===== config.mk =====
export PLATFORM = sky130hd
export DESIGN_NAME = sensor_text_formatter_flat
export DESIGN_NICKNAME = d
export VERILOG_FILES = /design/src/rtl/sensor_text_formatter_if.sv /design/src/rtl/sensor_text_formatter.sv /design/src/flat_wrapper.sv
export SDC_FILE = /design/constraint.sdc
export NUM_CORES = 1
export LEC_CHECK = 0
export BUFFER_PORTS_ARGS = -buffer_cell sky130_fd_sc_hd__buf_2
export CORE_AREA = 2 2 110 112
export DETAILED_ROUTE_END_ITERATION = 6
export DIE_AREA = 0 0 112 114
export PLACE_DENSITY = 0.72
export SYNTH_ARGS = -nofsm -noshare
export SYNTH_HDL_FRONTEND = slang
export SYNTH_SLANG_ARGS = --single-unit
export TNS_END_PERCENT = 100

===== constraint.sdc =====
create_clock -name i_clk -period 2.7 [get_ports i_clk]
set_clock_uncertainty 0.05 [all_clocks]
set_input_delay 0.54 -clock i_clk [delete_from_list [all_inputs] [get_ports i_clk]]
set_output_delay 0.54 -clock i_clk [all_outputs]
set_load 0.03 [all_outputs]

===== src/rtl/sensor_text_formatter_if.sv =====
// Reading handshake between a sensor front-end (master) and sensor_text_formatter (slave).
//   valid : master holds a reading
//   ready : slave can accept (a transfer is valid & ready at a rising clock edge)
//   ch    : target channel / text line
//   value : unsigned binary reading
interface sensor_text_formatter_if #(
  parameter int unsigned CH_W  = 1,
  parameter int unsigned VAL_W = 16
);
  logic             valid;
  logic             ready;
  logic [CH_W-1:0]  ch;
  logic [VAL_W-1:0] value;

  modport master (output valid, output ch, output value, input ready);
  modport slave  (input valid, input ch, input value, output ready);
endinterface


===== src/rtl/sensor_text_formatter.sv =====
// sensor_text_formatter: converts binary readings to decimal with a sequential double-dabble
// engine and rewrites the target channel's fixed-width ASCII line as "label=digits unit".
// Ports:
//   i_clk   clock
//   i_rst   asynchronous, active-high reset
//   bus     slave side of the reading handshake (valid/ready/ch/value)
//   o_done  one-cycle pulse after a line has been rewritten
//   o_ovf   per-channel flag: last accepted value >= 10**DIGITS
//   o_txt   channel k line at [k*COLS*8 +: COLS*8], column 0 in the MSB byte
// Optional build macro FMT_LZ_BLANK_EN: blank leading zero digits (last digit always shown).
module sensor_text_formatter #(
  parameter int unsigned        N_CH   = 2,
  parameter int unsigned        VAL_W  = 16,
  parameter int unsigned        DIGITS = 3,
  parameter int unsigned        COLS   = 16,
  parameter logic [N_CH*32-1:0] LABELS = {"HUM ", "TEMP"},
  parameter logic [N_CH*8-1:0]  UNITS  = {"%", "C"},
  localparam int unsigned       CH_W   = (N_CH > 1) ? $clog2(N_CH) : 1
) (
  input  logic                   i_clk,
  input  logic                   i_rst,
  sensor_text_formatter_if.slave bus,
  output logic                   o_done,
  output logic [N_CH-1:0]        o_ovf,
  output logic [N_CH*COLS*8-1:0] o_txt
);

  localparam int unsigned BCD_W = 4 * DIGITS;
  localparam int unsigned CNT_W = $clog2(VAL_W + 1);
  localparam logic [63:0] LIMIT = 64'(10 ** DIGITS);

  typedef enum logic [1:0] {StIdle, StConv, StWrite} state_e;

  state_e             r_state, w_state_next;
  logic [CH_W-1:0]    r_ch;
  logic [VAL_W-1:0]   r_val;
  logic [BCD_W-1:0]   r_bcd;
  logic [CNT_W-1:0]   r_cnt;
  logic               r_ovf_cur;
  logic [COLS*8-1:0]  r_txt [N_CH];
  logic [N_CH-1:0]    r_ovf;
  logic               r_done;

  logic               w_accept;
  logic               w_ch_ok;
  logic               w_ovf_in;
  logic [BCD_W-1:0]   w_bcd_adj;
  logic [BCD_W-1:0]   w_bcd_shift;
  logic [31:0]        w_label;
  logic [7:0]         w_unit;
  logic [3:0]         w_nib;
  logic [COLS*8-1:0]  w_line;
`ifdef FMT_LZ_BLANK_EN
  logic               w_lead;
`endif

  assign bus.ready = (r_state == StIdle);
  assign w_accept  = bus.valid && (r_state == StIdle);
  // Out-of-range channels are accepted and dropped without leaving IDLE.
  assign w_ch_ok   = (32'(bus.ch) < N_CH);
  assign w_ovf_in  = (64'(bus.value) >= LIMIT);
  assign w_label   = LABELS[32'(r_ch) * 32 +: 32];
  assign w_unit    = UNITS[32'(r_ch) * 8 +: 8];

  // Next-state logic
  always_comb begin
    w_state_next = r_state;
    unique case (r_state)
      StIdle:  if (w_accept && w_ch_ok) w_state_next = StConv;
      StConv:  if (r_cnt == CNT_W'(1)) w_state_next = StWrite;
      StWrite: w_state_next = StIdle;
      default: w_state_next = StIdle;
    endcase
  end

  always_ff @(posedge i_clk or posedge i_rst) begin
    if (i_rst) r_state <= StIdle;
    else       r_state <= w_state_next;
  end

  // One double-dabble step: add 3 to nibbles >= 5, then shift in the value MSB.
  // Carries out of the top nibble only occur on overflow, where digits are unused.
  always_comb begin
    w_bcd_adj = r_bcd;
    for (int i = 0; i < int'(DIGITS); i++) begin
      if (r_bcd[i*4 +: 4] >= 4'd5) w_bcd_adj[i*4 +: 4] = r_bcd[i*4 +: 4] + 4'd3;
    end
    w_bcd_shift = (w_bcd_adj << 1) | BCD_W'(r_val[VAL_W-1]);
  end

  // Formatted line for the captured channel.
  always_comb begin
    w_line = {COLS{8'h20}};
    w_nib  = '0;
`ifdef FMT_LZ_BLANK_EN
    w_lead = 1'b1;
`endif
    for (int c = 0; c < 4; c++) begin
      w_line[(int'(COLS) - 1 - c) * 8 +: 8] = w_label[(3 - c) * 8 +: 8];
    end
    w_line[(COLS - 5) * 8 +: 8] = 8'h3D;
    for (int d = 0; d < int'(DIGITS); d++) begin
      w_nib = r_bcd[(int'(DIGITS) - 1 - d) * 4 +: 4];
      if (r_ovf_cur) begin
        w_line[(int'(COLS) - 6 - d) * 8 +: 8] = 8'h2D;
      end
`ifdef FMT_LZ_BLANK_EN
      else if (w_lead && (w_nib == 4'd0) && (d < int'(DIGITS) - 1)) begin
        w_line[(int'(COLS) - 6 - d) * 8 +: 8] = 8'h20;
      end else begin
        w_line[(int'(COLS) - 6 - d) * 8 +: 8] = {4'h3, w_nib};
        w_lead = 1'b0;
      end
`else
      else begin
        w_line[(int'(COLS) - 6 - d) * 8 +: 8] = {4'h3, w_nib};
      end
`endif
    end
    w_line[(COLS - 7 - DIGITS) * 8 +: 8] = w_unit;
  end

  // Datapath and output registers
  always_ff @(posedge i_clk or posedge i_rst) begin
    if (i_rst) begin
      r_ch      <= '0;
      r_val     <= '0;
      r_bcd     <= '0;
      r_cnt     <= '0;
      r_ovf_cur <= 1'b0;
      r_ovf     <= '0;
      r_done    <= 1'b0;
      for (int k = 0; k < int'(N_CH); k++) r_txt[k] <= {COLS{8'h20}};
    end else begin
      r_done <= 1'b0;
      unique case (r_state)
        StIdle: begin
          if (w_accept && w_ch_ok) begin
            r_ch      <= bus.ch;
            r_val     <= bus.value;
            r_ovf_cur <= w_ovf_in;
            r_bcd     <= '0;
            r_cnt     <= CNT_W'(VAL_W);
          end
        end
        StConv: begin
          r_bcd <= w_bcd_shift;
          r_val <= r_val << 1;
          r_cnt <= r_cnt - CNT_W'(1);
        end
        StWrite: begin
          r_txt[r_ch] <= w_line;
          r_ovf[r_ch] <= r_ovf_cur;
          r_done      <= 1'b1;
        end
        default: ;
      endcase
    end
  end

  for (genvar k = 0; k < N_CH; k++) begin : g_txt
    assign o_txt[k*COLS*8 +: COLS*8] = r_txt[k];
  end

  assign o_ovf  = r_ovf;
  assign o_done = r_done;

endmodule


===== src/flat_wrapper.sv =====
// flat-port wrapper written by rule: the top's interface ports become plain ports
module sensor_text_formatter_flat 
#(
  parameter int unsigned        N_CH   = 2,
  parameter int unsigned        VAL_W  = 16,
  parameter int unsigned        DIGITS = 3,
  parameter int unsigned        COLS   = 16,
  parameter logic [N_CH*32-1:0] LABELS = {"    ", "    "},
  parameter logic [N_CH*8-1:0]  UNITS  = {" ", " "},
  localparam int unsigned       CH_W   = (N_CH > 1) ? $clog2(N_CH) : 1
)
  (i_clk, i_rst, o_done, o_ovf, o_txt, bus_valid, bus_ch, bus_value, bus_ready);
  sensor_text_formatter_if #(.CH_W(1), .VAL_W(VAL_W)) bus_i ();
  input  logic i_clk;
  input  logic i_rst;
  output logic o_done;
  output logic [N_CH-1:0] o_ovf;
  output logic [N_CH*COLS*8-1:0] o_txt;
  input wire logic [$bits(bus_i.valid)-1:0] bus_valid;
  input wire logic [$bits(bus_i.ch)-1:0] bus_ch;
  input wire logic [$bits(bus_i.value)-1:0] bus_value;
  output wire logic [$bits(bus_i.ready)-1:0] bus_ready;
  assign bus_i.valid = bus_valid;
  assign bus_i.ch = bus_ch;
  assign bus_i.value = bus_value;
  assign bus_ready = bus_i.ready;
  sensor_text_formatter #(.N_CH(N_CH), .VAL_W(VAL_W), .DIGITS(DIGITS), .COLS(COLS), .LABELS(LABELS), .UNITS(UNITS)) u_core (.i_clk(i_clk), .i_rst(i_rst), .bus(bus_i), .o_done(o_done), .o_ovf(o_ovf), .o_txt(o_txt));
endmodule

==> out/results.tsv, run 1 <==
stage	metric	value	unit
worst_setup_path	critPathKind	reg2reg	
placement	io_buffers	61	
worst_setup_path	cp_max_fo	28	
clocking	cts-root-buf	clkbuf_16	
worst_setup_path	worstRegToRegCells	3	
floorplanning	die_x	112	µm
clocking	cts_tree	yes	
worst_setup_path	crit_path_end_kind	flip-flop	
worst_setup_path	required	2.81	ns
grt	gr-total-overflow	0	
layout	multi_input_area	1940	µm²
power_and_ir_drop	total_power	0.00495	W
clocking	postCtsSetupBuffers	0	
power_and_ir_drop	p_leak	2.45	nW
layout	mostFrequentLayoutCell	conb_1	
synth	avgSynthCellArea	8.92	µm²
synth	yosysTopAreaCellShare	36.5	%
routing	drt_iter0_drc	185	
flow_run	drv_cap	0	
clocking	cts_resized	0	
layout	regArea	1700	µm²
floorplanning	core.rowCount	40	
layout	drive_gt1_share	15.3	%
synth	ys_types	31	
layout	final_cell_area	4500	µm²
synth	syn_area	4690	µm²
routing	drc	0	
routing	drt_pre_antenna_iters	4	
clocking	cts_made_buffers	9	
worst_setup_path	cp-start-kind	flip-flop	
grt	grt_pass1_wl	11000	µm
grt	grt_pass1_vias	2193	
synth	synth_area_leaders	buf_4, dfrtp_1, o21ai_0	
routing	routed_wl	7410	µm
timing	worst_pin_slew	0.926	ns
layout	nFillCells	1209	
worst_setup_path	cp.arrival	1.89	ns
floorplanning	ioPinCount	280	
routing	wl_per_cell	10.2	µm
timing	setup_tns	0	ns
timing	relSlewSlack	38.3	%
clocking	htree_levels	3	
timing	setup_viol	0	
synth	synth_ff_type	dfrtp_1	
timing	layout_min_cycle_time	1.78	ns
synth	syn_inst	526	
layout	finalNetCount	603	
synth	ys_seq_area_share	36.3	%
clocking	clock_path_buffers	2	
floorplanning	die_y	114	µm
synth	synth-seq-cells	68	
grt	grt_usage	10.8	%
clocking	clkLatencyLatePin	0.33	ns
routing	vias	2810	
floorplanning	initial_core_util	40.0	%
clocking	cts_hold_buf	0	
grt	grt_antenna_before_repair	0	
timing	slew_viol_final	0	
timing	hold_viol	0	
floorplanning	dieArea	12800	µm²
clocking	clk_pin_slew	0.06	ns
synth	yosys_warnings	0	
layout	antenna_cells	0	
power_and_ir_drop	vdd_drop_max	0.490	mV
clocking	cts.sinks	68	
timing	rsz0062_at_grt	no	
synth	yosysTopAreaCell	buf_4	
timing	fin_crit_sh	65.9	%
routing	ant_nets	0	
layout	mostFrequentLayoutCells	conb_1, dfrtp_1, buf_2	
power_and_ir_drop	cellPowerDensity	1100	nW/µm²
worst_hold_path	hp-class	in2async	
layout	area_growth	-3.98	%
placement	placed_cell_area	4220	µm²
routing	viasPerCell	3.87	
synth	synth_edf_count	0	
grt	grt_max_degree	36	
placement	gp_congestion	0.765	
floorplanning	core_region_area	11700	µm²
outcome	status	complete, no violations	
placement	hpwl	5580	µm
timing	max_freq	562	MHz
synth	postSynth.asyncResetShare	100	%
-- path summary, 6_finish.rpt --
kind,start,endpoint,slack (ns)
min,i_rst,u_core.o_txt[92],0.29
max reg2reg,u_core.r_state[0],u_core.o_txt[75],0.92
min in group i_clk,bus_valid,u_core.r_cnt[2],0.34
max,u_core.r_state[0],u_core.o_txt[75],0.92
max in group asynchronous,i_rst,u_core.o_txt[80],1.67
min reg2reg,u_core.o_txt[203],u_core.o_txt[203],0.42
-- state kept, by name (all words and copies together), names as in the netlist --
signal            flops
u_core.r_state        2
u_core.r_bcd         12
u_core.o_txt         28
u_core.r_cnt          5
u_core.r_ch           1
u_core.o_done         1
u_core.r_ovf_cur      1
u_core.r_val         16
u_core.o_ovf          2
-- worst max-delay path, cell delays in order, from the launching register on --
cell and delay (ns):
dfrtp_1 0.41, and2b_1 0.24, nand2b_1 0.66, o21ai_0 0.23
-- layout make-up --
| cell class | count | share of cell area [%] |
|---|---|---|
| multi-input cells | 419 | 43.0 |
| flip-flops and latches | 68 | 37.8 |
| repair buffers | 67 | 8.06 |
| clock buffers | 11 | 5.39 |
| well taps | 147 | 4.08 |
| clock inverters | 5 | 0.834 |
| inverters | 10 | 0.834 |
-- synth_stat cells (all sizes together) (4+ instances only) --
cell type and instances:
buf 242, dfrtp 68, nor2 42, o21ai 42
nand2 36, o22ai 15, nand3 14, inv 10
nand2b 10, ha 8, a21oi 5, mux2 5
o31ai 4
-- power by group --
part / total, W / internal [W] / leakage [nW] / switching [W]
combinational: 0.00213 / 0.000642 / 1.48 / 0.00149
clock: 0.00109 / 0.000647 / 0.132 / 0.000438
sequential: 0.00174 / 0.00142 / 0.837 / 0.000323
total: 0.00495 / 0.00271 / 2.45 / 0.00225
-- stage by stage --
step	hold slack [ns]	setup slack, ns	std cells	util (%)
floorplan	0.389	0.398	742	-
global placement	0.406	0.855	711	36.1
detailed placement	0.416	0.846	711	36.1
CTS	0.308	0.874	727	38.5
global route	0.348	0.695	727	38.5
finish	0.285	0.922	727	38.5
-- logic make-up (layout without fill, tap and decap cells) --
kind of cell	Yosys count	in the layout	synth area share, %
other	2	218	0.160
AOI/OAI and AO/OA	69	69	8.30
xor gates and xnor gates	6	6	1.12
and+or+nand+nor	113	113	11.1
buffers and inverters	255	93	39.7
DFF	68	68	36.3
adders and majority gates	8	8	2.13
muxes	5	5	1.20
-- per-layer routing --
| metal | vias up | track usage (%) | wire [µm] |
|---|---|---|---|
| li1 | 1346 | - | - |
| met3 | 6 | 3.77 | 585 |
| met1 | 1316 | 13.7 | 3140 |
| met2 | 142 | 17.7 | 3620 |
| met5 | - | 0 | 0 |
| met4 | 0 | 3.17 | 58 |
Note: power is estimated with default switching activity, not from simulation.
==> run 2, diff against run 1 <==
ABC_AREA = 1   (was unset)
CORE_AREA = unset   (was 2 2 110 112)
CORE_MARGIN = 2   (was unset)
CORE_UTILIZATION = 45   (was unset)
DIE_AREA = unset   (was 0 0 112 114)
PLACE_DENSITY = 0.77   (was 0.72)
clock period = 1.8 ns   (was 2.7 ns; I/O delays follow)
==> run 2 against run 1 <==
Sequential cell count is the same; combinational power increased by 72%; first-iteration DRC count decreased by 52%; cell count grew 13%; largest cell class unchanged; critical path depth decreased by 1; core utilization grew 5.2 points; highest routed layer unchanged.
==> out/results.tsv, run 2 <==
stage	metric	value	unit	change
floorplanning	core.rowCount	38		-5.0%
layout	mostFrequentLayoutCell	conb_1		
timing	fin_crit_sh	86.0	%	
clocking	cts-root-buf	clkbuf_8		
synth	ys_seq_area_share	34.2	%	-2.0 points
clocking	cts_hold_buf	0		unchanged
worst_setup_path	required	1.39	ns	-1.42 ns
worst_setup_path	critPathKind	reg2out		
routing	ant_nets	0		unchanged
floorplanning	ioPinCount	280		unchanged
synth	yosysMostFrequentCell	buf_4		
routing	vias	3185		+13%
timing	hold_viol	0		unchanged
clocking	cts_resized	0		unchanged
worst_setup_path	cp_max_fo	4		-86%
synth	synth_edf_count	0		unchanged
synth	yosysTopAreaCellShare	35.1	%	-1.4 points
floorplanning	initial_core_util	46.0	%	+6.0 points
routing	drt_iter0_drc	88		-52%
grt	grt_pass1_wl	12100	µm	+10%
synth	ys_types	24		-23%
outcome	status	complete, no violations		
layout	area_growth	-5.24	%	
synth	avgSynthCellArea	7.99	µm²	-10%
synth	ys_top_cells_by_count	buf_4, nand2_1, dfrtp_1		
placement	gp_congestion	0.816		+6.7%
placement	io_buffers	61		unchanged
layout	finalNetCount	705		+17%
power_and_ir_drop	total_power	0.00718	W	+45%
clocking	htree_levels	3		unchanged
timing	setup_tns	0	ns	unchanged
clocking	postCtsSetupBuffers	0		unchanged
floorplanning	dieArea	11900	µm²	-6.8%
clocking	clock_path_buffers	2		unchanged
grt	grt_usage	13.0	%	+2.2 points
routing	routed_wl	7790	µm	+5.2%
clocking	clk_pin_slew	0.07	ns	about the same
layout	antenna_cells	0		unchanged
clocking	cts_tree	yes		
floorplanning	core_region_area	10800	µm²	-7.8%
flow_run	drv_cap	0		unchanged
timing	setup_viol	0		unchanged
timing	slew_viol_final	0		unchanged
grt	grt_antenna_before_repair	0		unchanged
placement	pre_cts_slack	0.436	ns	-0.409 ns
worst_hold_path	hp-class	in2async		
placement	placed_cell_area	4530	µm²	+7.3%
timing	setup_slack	0.253	ns	-0.669 ns
placement	hpwl	5980	µm	+7.3%
synth	syn_area	4970	µm²	+5.9%
layout	largest_register_ffs	28		unchanged
worst_setup_path	cp-start-kind	flip-flop		
power_and_ir_drop	p_leak	2.78	nW	+13%
worst_setup_path	cp_slowest_cell	dfrtp_1		
synth	postSynth.asyncResetShare	100	%	unchanged
routing	viasPerCell	3.87		+0.25%
floorplanning	die_y	109	µm	-4.3%
worst_setup_path	cp.arrival	1.14	ns	-0.75 ns
synth	synth-seq-cells	68		unchanged
clocking	cts_made_buffers	9		unchanged
grt	grt_pass1_vias	2679		+22%
synth	yosysTopAreaCell	buf_4		
clocking	cts.sinks	68		unchanged
synth	synth_ff_type	dfrtp_1		
routing	drc	0		unchanged
power_and_ir_drop	vdd_drop_max	0.662	mV	+35%
timing	rsz0062_at_grt	no		
floorplanning	die_x	109	µm	-2.6%
worst_setup_path	rrSetupSlack	0.41	ns	-0.51 ns
synth	yosys_warnings	0		unchanged
power_and_ir_drop	cellPowerDensity	1520	nW/µm²	+39%
synth	syn_inst	622		+18%
timing	max_freq	646	MHz	
routing	drt_pre_antenna_iters	4		unchanged
worst_setup_path	slowest_delay	0.45	ns	-0.21 ns
grt	grt_max_degree	69		+92%
grt	gr-total-overflow	0		unchanged
synth	synth_area_leaders	buf_4, dfrtp_1, nand2_1		
worst_setup_path	crit_path_end_kind	output pin		
worst_setup_path	crit_chain	nor2_2 -> buf_2		
clocking	clkLatencyLatePin	0.34	ns	about the same
layout	mostFrequentLayoutCells	conb_1, nand2_1, dfrtp_1		
timing	layout_min_cycle_time	1.55	ns	
layout	final_cell_area	4710	µm²	+4.6%
routing	wl_per_cell	9.48	µm	-7.0%
layout	drive_gt1_share	17.0	%	+1.7 points
[run 2: changes by cell type in the layout (fill, tap and decap cells not counted), moves of 4 or more]
| cell | delta |
|---|---|
| nand2_1 | +120 |
| inv_1 | +31 |
| nor2_1 | -29 |
| o21ai_2 | +18 |
| o22ai_1 | -13 |
| nand2b_1 | -10 |
| clkbuf_16 | -9 |
| clkbuf_8 | +9 |
| o21ai_0 | -9 |
| nand4_1 | +6 |
| a21oi_1 | -5 |
| mux2_2 | -5 |
| nand3_1 | +5 |
| o31ai_1 | -4 |
[run 2: layer usage]
metal | vias up | global-route usage [%] | share of wire (%)
met4 | 0 | 5.13 | 0.95
met3 | 6 | 3.29 | 8.1
met5 | - | 0 | 0
li1 | 1593 | - | -
met1 | 1434 | 15.3 | 40
met2 | 152 | 22.6 | 51
[run 2: layout make-up]
cell class | instances | area [µm²]
flip-flops and latches | 68 | 1700
clock buffers | 10 | 138
clock inverters | 6 | 38.8
inverters | 44 | 169
multi-input cells | 485 | 2110
fillers | 1087 | 6080
well taps | 140 | 175
repair buffers | 69 | 378
[run 2: worst paths after layout]
check | from | end | cells after the start
worst max-delay path | u_core.r_state[0] | bus_ready | 2
worst min-delay path | i_rst | u_core.o_txt[193] | 3
min in group i_clk | bus_ch | u_core.r_ch | 3
worst min register to register | u_core.o_txt[67] | u_core.o_txt[67] | 2
worst max register to register | u_core.r_state[0] | u_core.r_cnt[1] | 5
max in group asynchronous | i_rst | u_core.r_bcd[2] | 3
[run 2: stage by stage]
| stage | hold WS, ns | utilization [%] | std cells |
|---|---|---|---|
| floorplan | 0.402 | - | 838 |
| global placement | 0.411 | 42.0 | 806 |
| detailed placement | 0.411 | 42.0 | 806 |
| CTS | 0.0548 | 43.6 | 822 |
| global route | 0.0685 | 43.6 | 822 |
| finish | 0.0506 | 43.6 | 822 |
[run 2: power breakdown]
group          leakage (nW)  internal (W)  switching [W]
clock                0.0885      0.000534       0.000585
sequential            0.852       0.00207       0.000317
combinational          1.84       0.00100        0.00267
[run 2: worst max-delay path: cells and delay by family, from the launching register on]
family / cells / cell delay [ns]
simple gates: 1 / 0.13
buf+inv: 1 / 0.22
flops: 1 / 0.45
[run 2: kinds of logic (layout without fill, tap and decap cells)]
| group | after synthesis | in the layout | share of synthesized area (%) |
|---|---|---|---|
| xor gates and xnor gates | 1 | 1 | 0.176 |
| adders and majority gates | 8 | 8 | 2.01 |
| DFF | 68 | 68 | 34.2 |
| buffers and inverters | 285 | 129 | 39.6 |
| other | 2 | 218 | 0.151 |
| and+or+nand+nor | 203 | 203 | 16.7 |
| AOI/OAI and AO/OA | 55 | 55 | 7.05 |
